File: config.mk
export PLATFORM = sky130hd
export DESIGN_NAME = kbd_scan_ctrl_flat
export DESIGN_NICKNAME = d
export VERILOG_FILES = /design/src/rtl/kbd_scan_ctrl_if.sv /design/src/rtl/kbd_scan_ctrl.sv /design/src/flat_wrapper.sv
export SDC_FILE = /design/constraint.sdc
export NUM_CORES = 1
export LEC_CHECK = 0
export BUFFER_PORTS_ARGS = -buffer_cell sky130_fd_sc_hd__buf_2
export CORE_MARGIN = 1.5
export CORE_UTILIZATION = 45
export DETAILED_ROUTE_END_ITERATION = 10
export GPL_ROUTABILITY_DRIVEN = 0
export GPL_TIMING_DRIVEN = 0
export PLACE_DENSITY = 0.75
export SKIP_CTS_REPAIR_TIMING = 1
export SLEW_MARGIN = 10
export SYNTH_ARGS = -nofsm -noshare
export SYNTH_HDL_FRONTEND = slang
export SYNTH_SLANG_ARGS = --single-unit
File: constraint.sdc
create_clock -name clk -period 3.3 [get_ports clk]
set_input_delay 0.33 -clock clk [delete_from_list [all_inputs] [get_ports clk]]
set_output_delay 0.33 -clock clk [all_outputs]
set_load 0.01 [all_outputs]
File: src/rtl/kbd_scan_ctrl_if.sv
// Bundle of the scancode, ROM-lookup and ASCII-FIFO signals of kbd_scan_ctrl.
// The slave modport is the controller's view; master is the environment's view
// (PS/2 receiver, translation ROM bank and display consumer).
interface kbd_scan_ctrl_if #(
  parameter int FIFO_AW = 3
);
  logic             code_valid;
  logic [7:0]       code;
  logic [7:0]       lut_addr;
  logic             lut_caps;
  logic             lut_shift;
  logic [7:0]       lut_data;
  logic             ascii_rd;
  logic [7:0]       ascii_out;
  logic             ascii_valid;
  logic [FIFO_AW:0] fifo_count;
  logic             caps_state;
  logic             overflow;

  modport master (
    output code_valid, code, lut_data, ascii_rd,
    input  lut_addr, lut_caps, lut_shift, ascii_out, ascii_valid,
           fifo_count, caps_state, overflow
  );

  modport slave (
    input  code_valid, code, lut_data, ascii_rd,
    output lut_addr, lut_caps, lut_shift, ascii_out, ascii_valid,
           fifo_count, caps_state, overflow
  );
endinterface

File: src/rtl/kbd_scan_ctrl.sv
// PS/2 scancode decoder: tracks F0/E0 prefixes, shift and caps-lock state,
// issues one registered ROM lookup per printable make code and queues the
// non-zero ASCII results in a show-ahead FIFO.
module kbd_scan_ctrl #(
  parameter int         FIFO_AW     = 3,
  parameter logic [7:0] LSHIFT_CODE = 8'h12,
  parameter logic [7:0] RSHIFT_CODE = 8'h59,
  parameter logic [7:0] CAPS_CODE   = 8'h58
) (
  input logic            clk,
  input logic            reset,
  kbd_scan_ctrl_if.slave bus
);

  localparam int               DEPTH    = 2 ** FIFO_AW;
  localparam logic [FIFO_AW:0] FULL_CNT = (FIFO_AW + 1)'(DEPTH);
  localparam logic [FIFO_AW:0] CNT_ONE  = (FIFO_AW + 1)'(1);
  localparam logic [FIFO_AW-1:0] PTR_ONE = FIFO_AW'(1);
  localparam logic [7:0]       BRK_CODE = 8'hF0;
  localparam logic [7:0]       EXT_CODE = 8'hE0;

  typedef enum logic [1:0] {
    IDLE   = 2'd0,
    BRK    = 2'd1,
    EXT    = 2'd2,
    EXTBRK = 2'd3
  } state_t;

  state_t             state_r;
  logic               lshift_r;
  logic               rshift_r;
  logic               caps_r;
  logic               caps_held_r;
  logic               lk_pend_r;
  logic [7:0]         lut_addr_r;
  logic               lut_caps_r;
  logic               lut_shift_r;

  logic [7:0]         mem_r [DEPTH];
  logic [FIFO_AW-1:0] wr_ptr_r;
  logic [FIFO_AW-1:0] rd_ptr_r;
  logic [FIFO_AW:0]   count_r;
  logic               overflow_r;

  logic               push_s;
  logic               pop_s;
  logic               full_s;
  logic               wr_en_s;
  logic               drop_s;

  // Prefix decoder, modifier tracking and lookup-request registers.
  always_ff @(posedge clk) begin
    if (reset) begin
      state_r     <= IDLE;
      lshift_r    <= 1'b0;
      rshift_r    <= 1'b0;
      caps_r      <= 1'b0;
      caps_held_r <= 1'b0;
      lk_pend_r   <= 1'b0;
      lut_addr_r  <= 8'h00;
      lut_caps_r  <= 1'b0;
      lut_shift_r <= 1'b0;
    end else begin
      // A lookup is sampled exactly one cycle after it was issued.
      lk_pend_r <= 1'b0;
      if (bus.code_valid) begin
        case (state_r)
          IDLE: begin
            if (bus.code == BRK_CODE) begin
              state_r <= BRK;
            end else if (bus.code == EXT_CODE) begin
              state_r <= EXT;
            end else if (bus.code == LSHIFT_CODE) begin
              lshift_r <= 1'b1;
            end else if (bus.code == RSHIFT_CODE) begin
              rshift_r <= 1'b1;
            end else if (bus.code == CAPS_CODE) begin
              // Typematic repeats of a held caps key must not re-toggle.
              if (!caps_held_r) begin
                caps_r      <= ~caps_r;
                caps_held_r <= 1'b1;
              end
            end else begin
              // Modifier values from before this edge select the ROM page.
              lut_addr_r  <= bus.code;
              lut_caps_r  <= caps_r;
              lut_shift_r <= lshift_r | rshift_r;
              lk_pend_r   <= 1'b1;
            end
          end
          BRK: begin
            if (bus.code == LSHIFT_CODE) begin
              lshift_r <= 1'b0;
            end else if (bus.code == RSHIFT_CODE) begin
              rshift_r <= 1'b0;
            end else if (bus.code == CAPS_CODE) begin
              caps_held_r <= 1'b0;
            end
            state_r <= IDLE;
          end
          EXT: begin
            // Extended keys never touch modifiers or produce characters.
            state_r <= (bus.code == BRK_CODE) ? EXTBRK : IDLE;
          end
          EXTBRK: begin
            state_r <= IDLE;
          end
          default: begin
            state_r <= IDLE;
          end
        endcase
      end
    end
  end

  // FIFO push/pop qualification; a full FIFO accepts a push only alongside a pop.
  always_comb begin
    push_s  = lk_pend_r && (bus.lut_data != 8'h00);
    pop_s   = bus.ascii_rd && (count_r != '0);
    full_s  = (count_r == FULL_CNT);
    wr_en_s = push_s && (!full_s || pop_s);
    drop_s  = push_s && full_s && !pop_s;
  end

  // Circular ASCII buffer with occupancy counter and sticky overflow flag.
  always_ff @(posedge clk) begin
    if (reset) begin
      for (int i = 0; i < DEPTH; i++) begin
        mem_r[i] <= 8'h00;
      end
      wr_ptr_r   <= '0;
      rd_ptr_r   <= '0;
      count_r    <= '0;
      overflow_r <= 1'b0;
    end else begin
      if (wr_en_s) begin
        mem_r[wr_ptr_r] <= bus.lut_data;
        wr_ptr_r        <= wr_ptr_r + PTR_ONE;
      end
      if (pop_s) begin
        rd_ptr_r <= rd_ptr_r + PTR_ONE;
      end
      if (drop_s) begin
        overflow_r <= 1'b1;
      end
      case ({wr_en_s, pop_s})
        2'b10:   count_r <= count_r + CNT_ONE;
        2'b01:   count_r <= count_r - CNT_ONE;
        default: count_r <= count_r;
      endcase
    end
  end

  assign bus.lut_addr    = lut_addr_r;
  assign bus.lut_caps    = lut_caps_r;
  assign bus.lut_shift   = lut_shift_r;
  assign bus.ascii_out   = mem_r[rd_ptr_r];
  assign bus.ascii_valid = (count_r != '0);
  assign bus.fifo_count  = count_r;
  assign bus.caps_state  = caps_r;
  assign bus.overflow    = overflow_r;

endmodule

File: src/flat_wrapper.sv
// flat-port wrapper written by rule: the top's interface ports become plain ports
module kbd_scan_ctrl_flat 
#(
  parameter int         FIFO_AW     = 3,
  parameter logic [7:0] LSHIFT_CODE = 8'h12,
  parameter logic [7:0] RSHIFT_CODE = 8'h59,
  parameter logic [7:0] CAPS_CODE   = 8'h58
)
  (clk, reset, bus_code_valid, bus_code, bus_lut_data, bus_ascii_rd, bus_lut_addr, bus_lut_caps, bus_lut_shift, bus_ascii_out, bus_ascii_valid, bus_fifo_count, bus_caps_state, bus_overflow);
  kbd_scan_ctrl_if #(.FIFO_AW(FIFO_AW)) bus_i ();
  input logic clk;
  input logic reset;
  input wire logic [$bits(bus_i.code_valid)-1:0] bus_code_valid;
  input wire logic [$bits(bus_i.code)-1:0] bus_code;
  input wire logic [$bits(bus_i.lut_data)-1:0] bus_lut_data;
  input wire logic [$bits(bus_i.ascii_rd)-1:0] bus_ascii_rd;
  output wire logic [$bits(bus_i.lut_addr)-1:0] bus_lut_addr;
  output wire logic [$bits(bus_i.lut_caps)-1:0] bus_lut_caps;
  output wire logic [$bits(bus_i.lut_shift)-1:0] bus_lut_shift;
  output wire logic [$bits(bus_i.ascii_out)-1:0] bus_ascii_out;
  output wire logic [$bits(bus_i.ascii_valid)-1:0] bus_ascii_valid;
  output wire logic [$bits(bus_i.fifo_count)-1:0] bus_fifo_count;
  output wire logic [$bits(bus_i.caps_state)-1:0] bus_caps_state;
  output wire logic [$bits(bus_i.overflow)-1:0] bus_overflow;
  assign bus_i.code_valid = bus_code_valid;
  assign bus_i.code = bus_code;
  assign bus_i.lut_data = bus_lut_data;
  assign bus_i.ascii_rd = bus_ascii_rd;
  assign bus_lut_addr = bus_i.lut_addr;
  assign bus_lut_caps = bus_i.lut_caps;
  assign bus_lut_shift = bus_i.lut_shift;
  assign bus_ascii_out = bus_i.ascii_out;
  assign bus_ascii_valid = bus_i.ascii_valid;
  assign bus_fifo_count = bus_i.fifo_count;
  assign bus_caps_state = bus_i.caps_state;
  assign bus_overflow = bus_i.overflow;
  kbd_scan_ctrl #(.FIFO_AW(FIFO_AW), .LSHIFT_CODE(LSHIFT_CODE), .RSHIFT_CODE(RSHIFT_CODE), .CAPS_CODE(CAPS_CODE)) u_core (.clk(clk), .reset(reset), .bus(bus_i));
endmodule
=== Yosys cells after proc, flatten, opt, wreduce, memory -nomap -nowiden ===
Memory sizes are Yosys's and may differ from the RTL's. A register that Yosys moved wholly into a read port is not among the register bits.
Cells that the tools add are included.

* Add/subtract/negate cells: 4
* Equality and inequality tests: 24
* Muxes and demuxes: 37
* Bitwise logic cells: 10
* Reduce and logical (&&, ||, !) cells: 22

{| class="wikitable"
|+ Operators by type and width
! cell !! count
|-
| 2-to-1 mux 1 bit || 25
|-
| equality test 8 x 7 -> 1 bit, second input constant || 2
|-
| equality test 8 bit, second input constant || 2
|-
| AND reduction 8 bit || 2
|-
| inequality test 2 x 1 -> 1 bit, second input constant || 6
|-
| inequality test 2 bit, second input constant || 6
|-
| AND reduction 10 bit || 1
|-
| 2-to-1 mux 3 bit || 3
|-
| inverter 1 bit || 9
|-
| equality test 8 x 5 -> 1 bit, second input constant || 1
|-
| 2-to-1 mux 8 bit || 1
|-
| one-hot mux 4 bit (2 select lines) || 1
|-
| nonzero test 8 bit || 1
|-
| OR reduction 8 bit || 1
|-
| AND reduction 7 bit || 1
|-
| OR reduction 7 bit || 1
|-
| adder 3 x 1 -> 3 bit, second input constant || 2
|-
| equality test 2 bit, second input constant || 3
|-
| 2-to-1 mux 2 bit || 3
|-
| one-hot mux 1 bit (2 select lines) || 3
|-
| one-hot mux 2 bit (3 select lines) || 1
|-
| AND reduction 6 bit || 1
|-
| logical AND 1 bit || 5
|-
| adder 4 x 1 -> 4 bit, second input constant || 1
|-
| other kinds (12) || 15
|}

* Flip-flop bits (word level): 28
* RAM bits: 64
* Input port bits: 20
* Output and inout port bits: 25
* Memories kept: 1

{| class="wikitable"
|+ Memories
! name !! depth !! bits a word !! rd ports !! clocked after Yosys merged registers in !! wr ports !! RTL line !! text
|-
| u_core.mem_r || 8 || 8 || 1 || 1 || 8 || kbd_scan_ctrl.sv:39 || <nowiki>logic [7:0] mem_r [DEPTH];</nowiki>
|}

=== Depth between registers and ports, before layout ===
* Depth after elaboration: 9
* Depth in mapped cells: 9
* Depth with buffers taken out: 9

=== Worst setup path before layout ===
Ideal clock, no wire load.

* Path type: reg2reg
* From: reg u_core.count_r[3], in the netlist u_core.bus.fifo_count[3]
* To: reg u_core.count_r[3], in the netlist u_core.bus.fifo_count[3]
* Arrival time: 2,259 ps
* Slack: 914 ps
* Stages on the path, launching flop included: 10
* Path buffers: 0
* Period minus slack after synthesis: 2,386 ps
* Cells stage by stage: dfxtp_1 > or4_4 > nand2_1 > nor2_1 > ha_1 > a21o_1 > a21oi_1 > nor3b_1 > o21a_2 > nor3_2

* Longest elaborated chain between the ends: 6
* Elaborated cells on any way between the ends: 12
* Classes of those cells: add/sub (2); eq/ne (3); mux (1); reduce/logical (6)

{| class="wikitable"
|+ Ends and longest elaborated chain
! item !! RTL line !! text
|-
| start: declaration || kbd_scan_ctrl.sv:42 || <nowiki>logic [FIFO_AW:0] count_r;</nowiki>
|-
| start signal: assignment || kbd_scan_ctrl.sv:147 || <nowiki>2'b10: count_r <= count_r + CNT_ONE;</nowiki>
|-
| start signal: assignment || kbd_scan_ctrl.sv:148 || <nowiki>2'b01: count_r <= count_r - CNT_ONE;</nowiki>
|-
| start signal: assignment || kbd_scan_ctrl.sv:149 || <nowiki>default: count_r <= count_r;</nowiki>
|-
| nonzero test 4 bit (*) || n/a ||
|-
| net bus_ascii_valid || flat_wrapper.sv:21 || <nowiki>output wire logic [$bits(bus_i.ascii_valid)-1:0] bus_ascii_valid;</nowiki>
|-
| logical AND 1 bit (*) || kbd_scan_ctrl.sv:119 || <nowiki>pop_s = bus.ascii_rd && (count_r != '0);</nowiki>
|-
| logical OR 1 bit || kbd_scan_ctrl.sv:121 || <nowiki>wr_en_s = push_s && (!full_s || pop_s);</nowiki>
|-
| logical AND 1 bit || kbd_scan_ctrl.sv:121 ||
|-
| equality test 2 x 1 -> 1 bit or equality test 2 bit (tied branches) || kbd_scan_ctrl.sv:146 || <nowiki>case ({wr_en_s, pop_s})</nowiki>
|-
| one-hot mux 4 bit (2 select lines) or nonzero test 2 bit (tied branches) || n/a ||
|}

The timed path passes the listed nets; every way through them passes the cells marked *.
A chain may end at the register's enable or synchronous reset.

==> Implementation_results.wiki <==
{| class="wikitable"
! Metric !! Value
|-
| CTS max path bufs || 2
|-
| Final setup TNS || 0 ps
|-
| Number of H-tree branching levels || 3
|-
| Crit path largest cell delay || 540 ps
|-
| Master of the slowest instance on the critical path || clkbuf_1
|-
| Number of DRC violations after detailed-routing iteration 0 || 224
|-
| Switching Share || 0.297
|-
| Synthesized flop and latch total || 95
|-
| Clock buffers created by TritonCTS || 9
|-
| Data required time of the worst path || about 3000 ps
|-
| Setup slack of the worst register-to-register path || 690 ps
|-
| Pin count of the biggest net entering global routing || 19
|-
| Post-synth cell types || 45
|-
| Wire length per cell || between 15 and 20 µm
|-
| Wire length of the first global-routing pass || roughly 14 mm
|-
| Worst IR Drop VDD || 0.000513 V
|-
| Dpl hpwl || 6.20 mm
|-
| Initial Util || 0.463
|-
| Static Leak || 1.77 nW
|-
| Root Buffer Master || clkbuf_8
|-
| Worst-path fanout max || 10
|-
| Signal arrival time at the worst endpoint || approximately 2500 ps
|-
| Fin crit share || 0.849
|-
| 1st-pass router iterations || 4
|-
| Total vias in the final route || 2839
|-
| Die Ht || 100 µm
|-
| Number of buffer cells added on primary ports || between 40 and 50
|-
| Hold Violations, Final || 0
|-
| TritonCTS clock tree || done
|-
| DRC errors left || 0
|-
| Remaining number of nets flagged by the antenna check after routing || 0
|-
| Comb power frac || 0.262
|-
| Overflow left after global routing || 0
|-
| Number of max-slew violations in the final report || 0
|-
| Fmax achieved || 357 MHz
|-
| Total Routed Length || 8.72 mm
|-
| Critical path type || register to output port
|-
| Number of primary I/O pins || 45
|-
| Normalized max-slew margin || 0.355
|-
| RSZ-0062 raised after global routing || no
|-
| Die Area || 0.0101 mm²
|-
| Number of global-route vias before repair || between 2000 and 3000
|-
| Most common cell after layout, fill and taps aside || nor2_1
|-
| R2R Path Start || u_core.lk_pend_r
|-
| Mean number of vias per cell || 5.29
|-
| Int Pwr || 2.10 mW
|-
| Chain of cells forming the critical path || clkbuf_1, clkbuf_1, mux4_2, mux2_2, buf_2
|-
| Dpl ws || 417 ps
|-
| Tot GR Track Use || 0.186
|-
| Leading cell types in the layout, fill and taps excluded || 86 x nor2_1, 64 x edfxtp_1, 52 x buf_2, 31 x dfxtp_1, 27 x nand2_1
|-
| Number of enable flip-flop cells after synthesis || 64
|-
| Syn Std Cell Area || 0.00428 mm²
|-
| Number of warning messages in the yosys log || 0
|-
| Fraction of power consumed by sequential logic || 0.472
|-
| P per Cell Area || approximately 610 mW/mm²
|-
| Clk_skew || between 15 and 20 ps
|-
| Final setup violation count || 0
|-
| Slew at the pin with the worst max-slew slack || 966 ps
|-
| NumNets Final || 428
|-
| Outcome || completed
|-
| Worst Setup EP || bus_ascii_out[2]
|-
| Share of synthesized area occupied by flip-flops and latches || 0.594
|-
| Clock sinks || between 90 and 100
|-
| Net count of the mapped netlist || 373
|-
| Placeable Area || 0.00924 mm²
|-
| Clock insertion delay at the later pin of the skew report || between 300 and 400 ps
|-
| Standard-cell rows || 35
|-
| Worst Min Path Start || bus_code_valid
|-
| Number of antenna violations at the first check in global routing || 0
|-
| Synthesized area divided by synthesized cell count || around 12 µm²
|-
| Capturing point of the worst reg2reg path || u_core.mem_r[3][3]
|-
| Gate count after technology mapping || 348
|-
| Post-layout minimum cycle time || 2800 ps
|-
| Most frequently used flop master after synthesis || edfxtp_1
|-
| CP Capture Type || output port
|-
| Max-capacitance violation count || 0
|-
| Final worst setup slack || between 400 and 500 ps
|-
| Clock share of power || 0.267
|-
| Class of the tightest hold or removal check || input pin to register
|-
| Post-synth ARST share || 0
|-
| Layout overhead on the synthesized area || 13.9%
|-
| Share of layout cells above drive strength 1 || 0.252
|-
| Category of the worst setup path launch point || register
|-
| Clock-pin slew reported for the worst setup and hold paths after clock tree synthesis || 100 ps
|-
| Net Sw Power || just under 0.9 mW
|-
| Count of inserted antenna diode cells || 0
|-
| Crit path top cell by count || clkbuf_1
|-
| Chip Width || 100 µm
|-
| Length in cells of the worst reg-to-reg path || 5
|}
worst max-delay path, delay by kind of cell (launching register included):
family	cells	cell delay [ps]
buf+inv	3	1090
mux	2	730
flops	1	310
layer usage:
layer	track usage	vias up	routed length (µm)
met5	0	-	0
met4	0.0802	0	92
met3	0.0472	13	734
met2	0.307	122	4290
met1	0.234	1346	3600
li1	-	1358	-
layout make-up:
cell class                 count  area [µm²]
timing repair buffer          44         220
clock inverter                 7        88.8
buffer                        17        81.3
fill                         799        4370
inverter                       6        22.5
sequential                    95        2540
tap                          129         161
multi-input combinational    230        1630
clock buffer                   9         124
how the worst min path moves through the flow:
stage / to / slack (ps) / cells after the start
4_1_cts: u_core.state_r[1] / 180 / 2
3_3_place_gp: u_core.bus.overflow / 460 / 2
3_5_place_dp: u_core.bus.overflow / 460 / 2
5_1_grt: u_core.state_r[1] / 200 / 2
6_report: u_core.state_r[1] / 190 / 2
2_1_floorplan: u_core.state_r[1] / 440 / 1
synth_stat cells (3+ instances only):
library cell | n | area share
a21oi_1 | 6 | 0.0070
buf_2 | 8 | 0.0094
clkbuf_1 | 6 | 0.0053
dfxtp_1 | 31 | 0.15
edfxtp_1 | 64 | 0.45
ha_1 | 4 | 0.012
inv_1 | 6 | 0.0053
mux2_2 | 9 | 0.024
mux2i_1 | 12 | 0.028
mux4_2 | 16 | 0.084
nand2_1 | 27 | 0.024
nand2b_1 | 5 | 0.0073
nand3_1 | 3 | 0.0035
nand3b_1 | 5 | 0.0088
nor2_1 | 86 | 0.075
nor2b_1 | 4 | 0.0059
nor3_1 | 8 | 0.0094
nor4_1 | 4 | 0.0059
o21ai_0 | 3 | 0.0035
o21bai_1 | 8 | 0.014
or3_1 | 3 | 0.0044
xnor2_1 | 4 | 0.0082
cell families after synthesis:
group	Yosys count	synth area share
AOI/OAI and AO/OA	27	0.0448
and+or+nand+nor	154	0.166
muxes	39	0.144
DFF	95	0.595
adders and majority gates	5	0.0164
xor gates and xnor gates	5	0.0102
buffers and inverters	23	0.0243
state kept, by name, summed over array words and instances, names as in the netlist, 2 cells and up, named ones only:
name and count:
u_core.mem_r 64, u_core.bus.lut_addr 8, u_core.bus.fifo_count 4, u_core.rd_ptr_r 3
u_core.wr_ptr_r 3, u_core.state_r 2
per-stage QoR:
step,cells,utilization,total power [mW],hold WS (ps),cell area [µm²]
6_report,537,0.527,2.99,193,4870
3_3_place_gp,521,0.504,2.21,463,4660
2_1_floorplan,348,-,2.00,442,4280
3_5_place_dp,521,0.504,2.23,461,4660
5_1_grt,537,0.527,3.13,196,4870
4_1_cts,537,0.527,3.01,182,4870
power groups by stage:
stage               Clock, mW  Sequential [mW]  Combinational (mW)
finish                  0.797             1.41               0.782
global route            0.854             1.42               0.856
CTS                     0.808             1.41               0.796
detailed placement          0             1.44               0.793
global placement            0             1.43               0.775
floorplan                   0             1.43               0.570
Note: power is estimated with default switching activity, not from simulation.
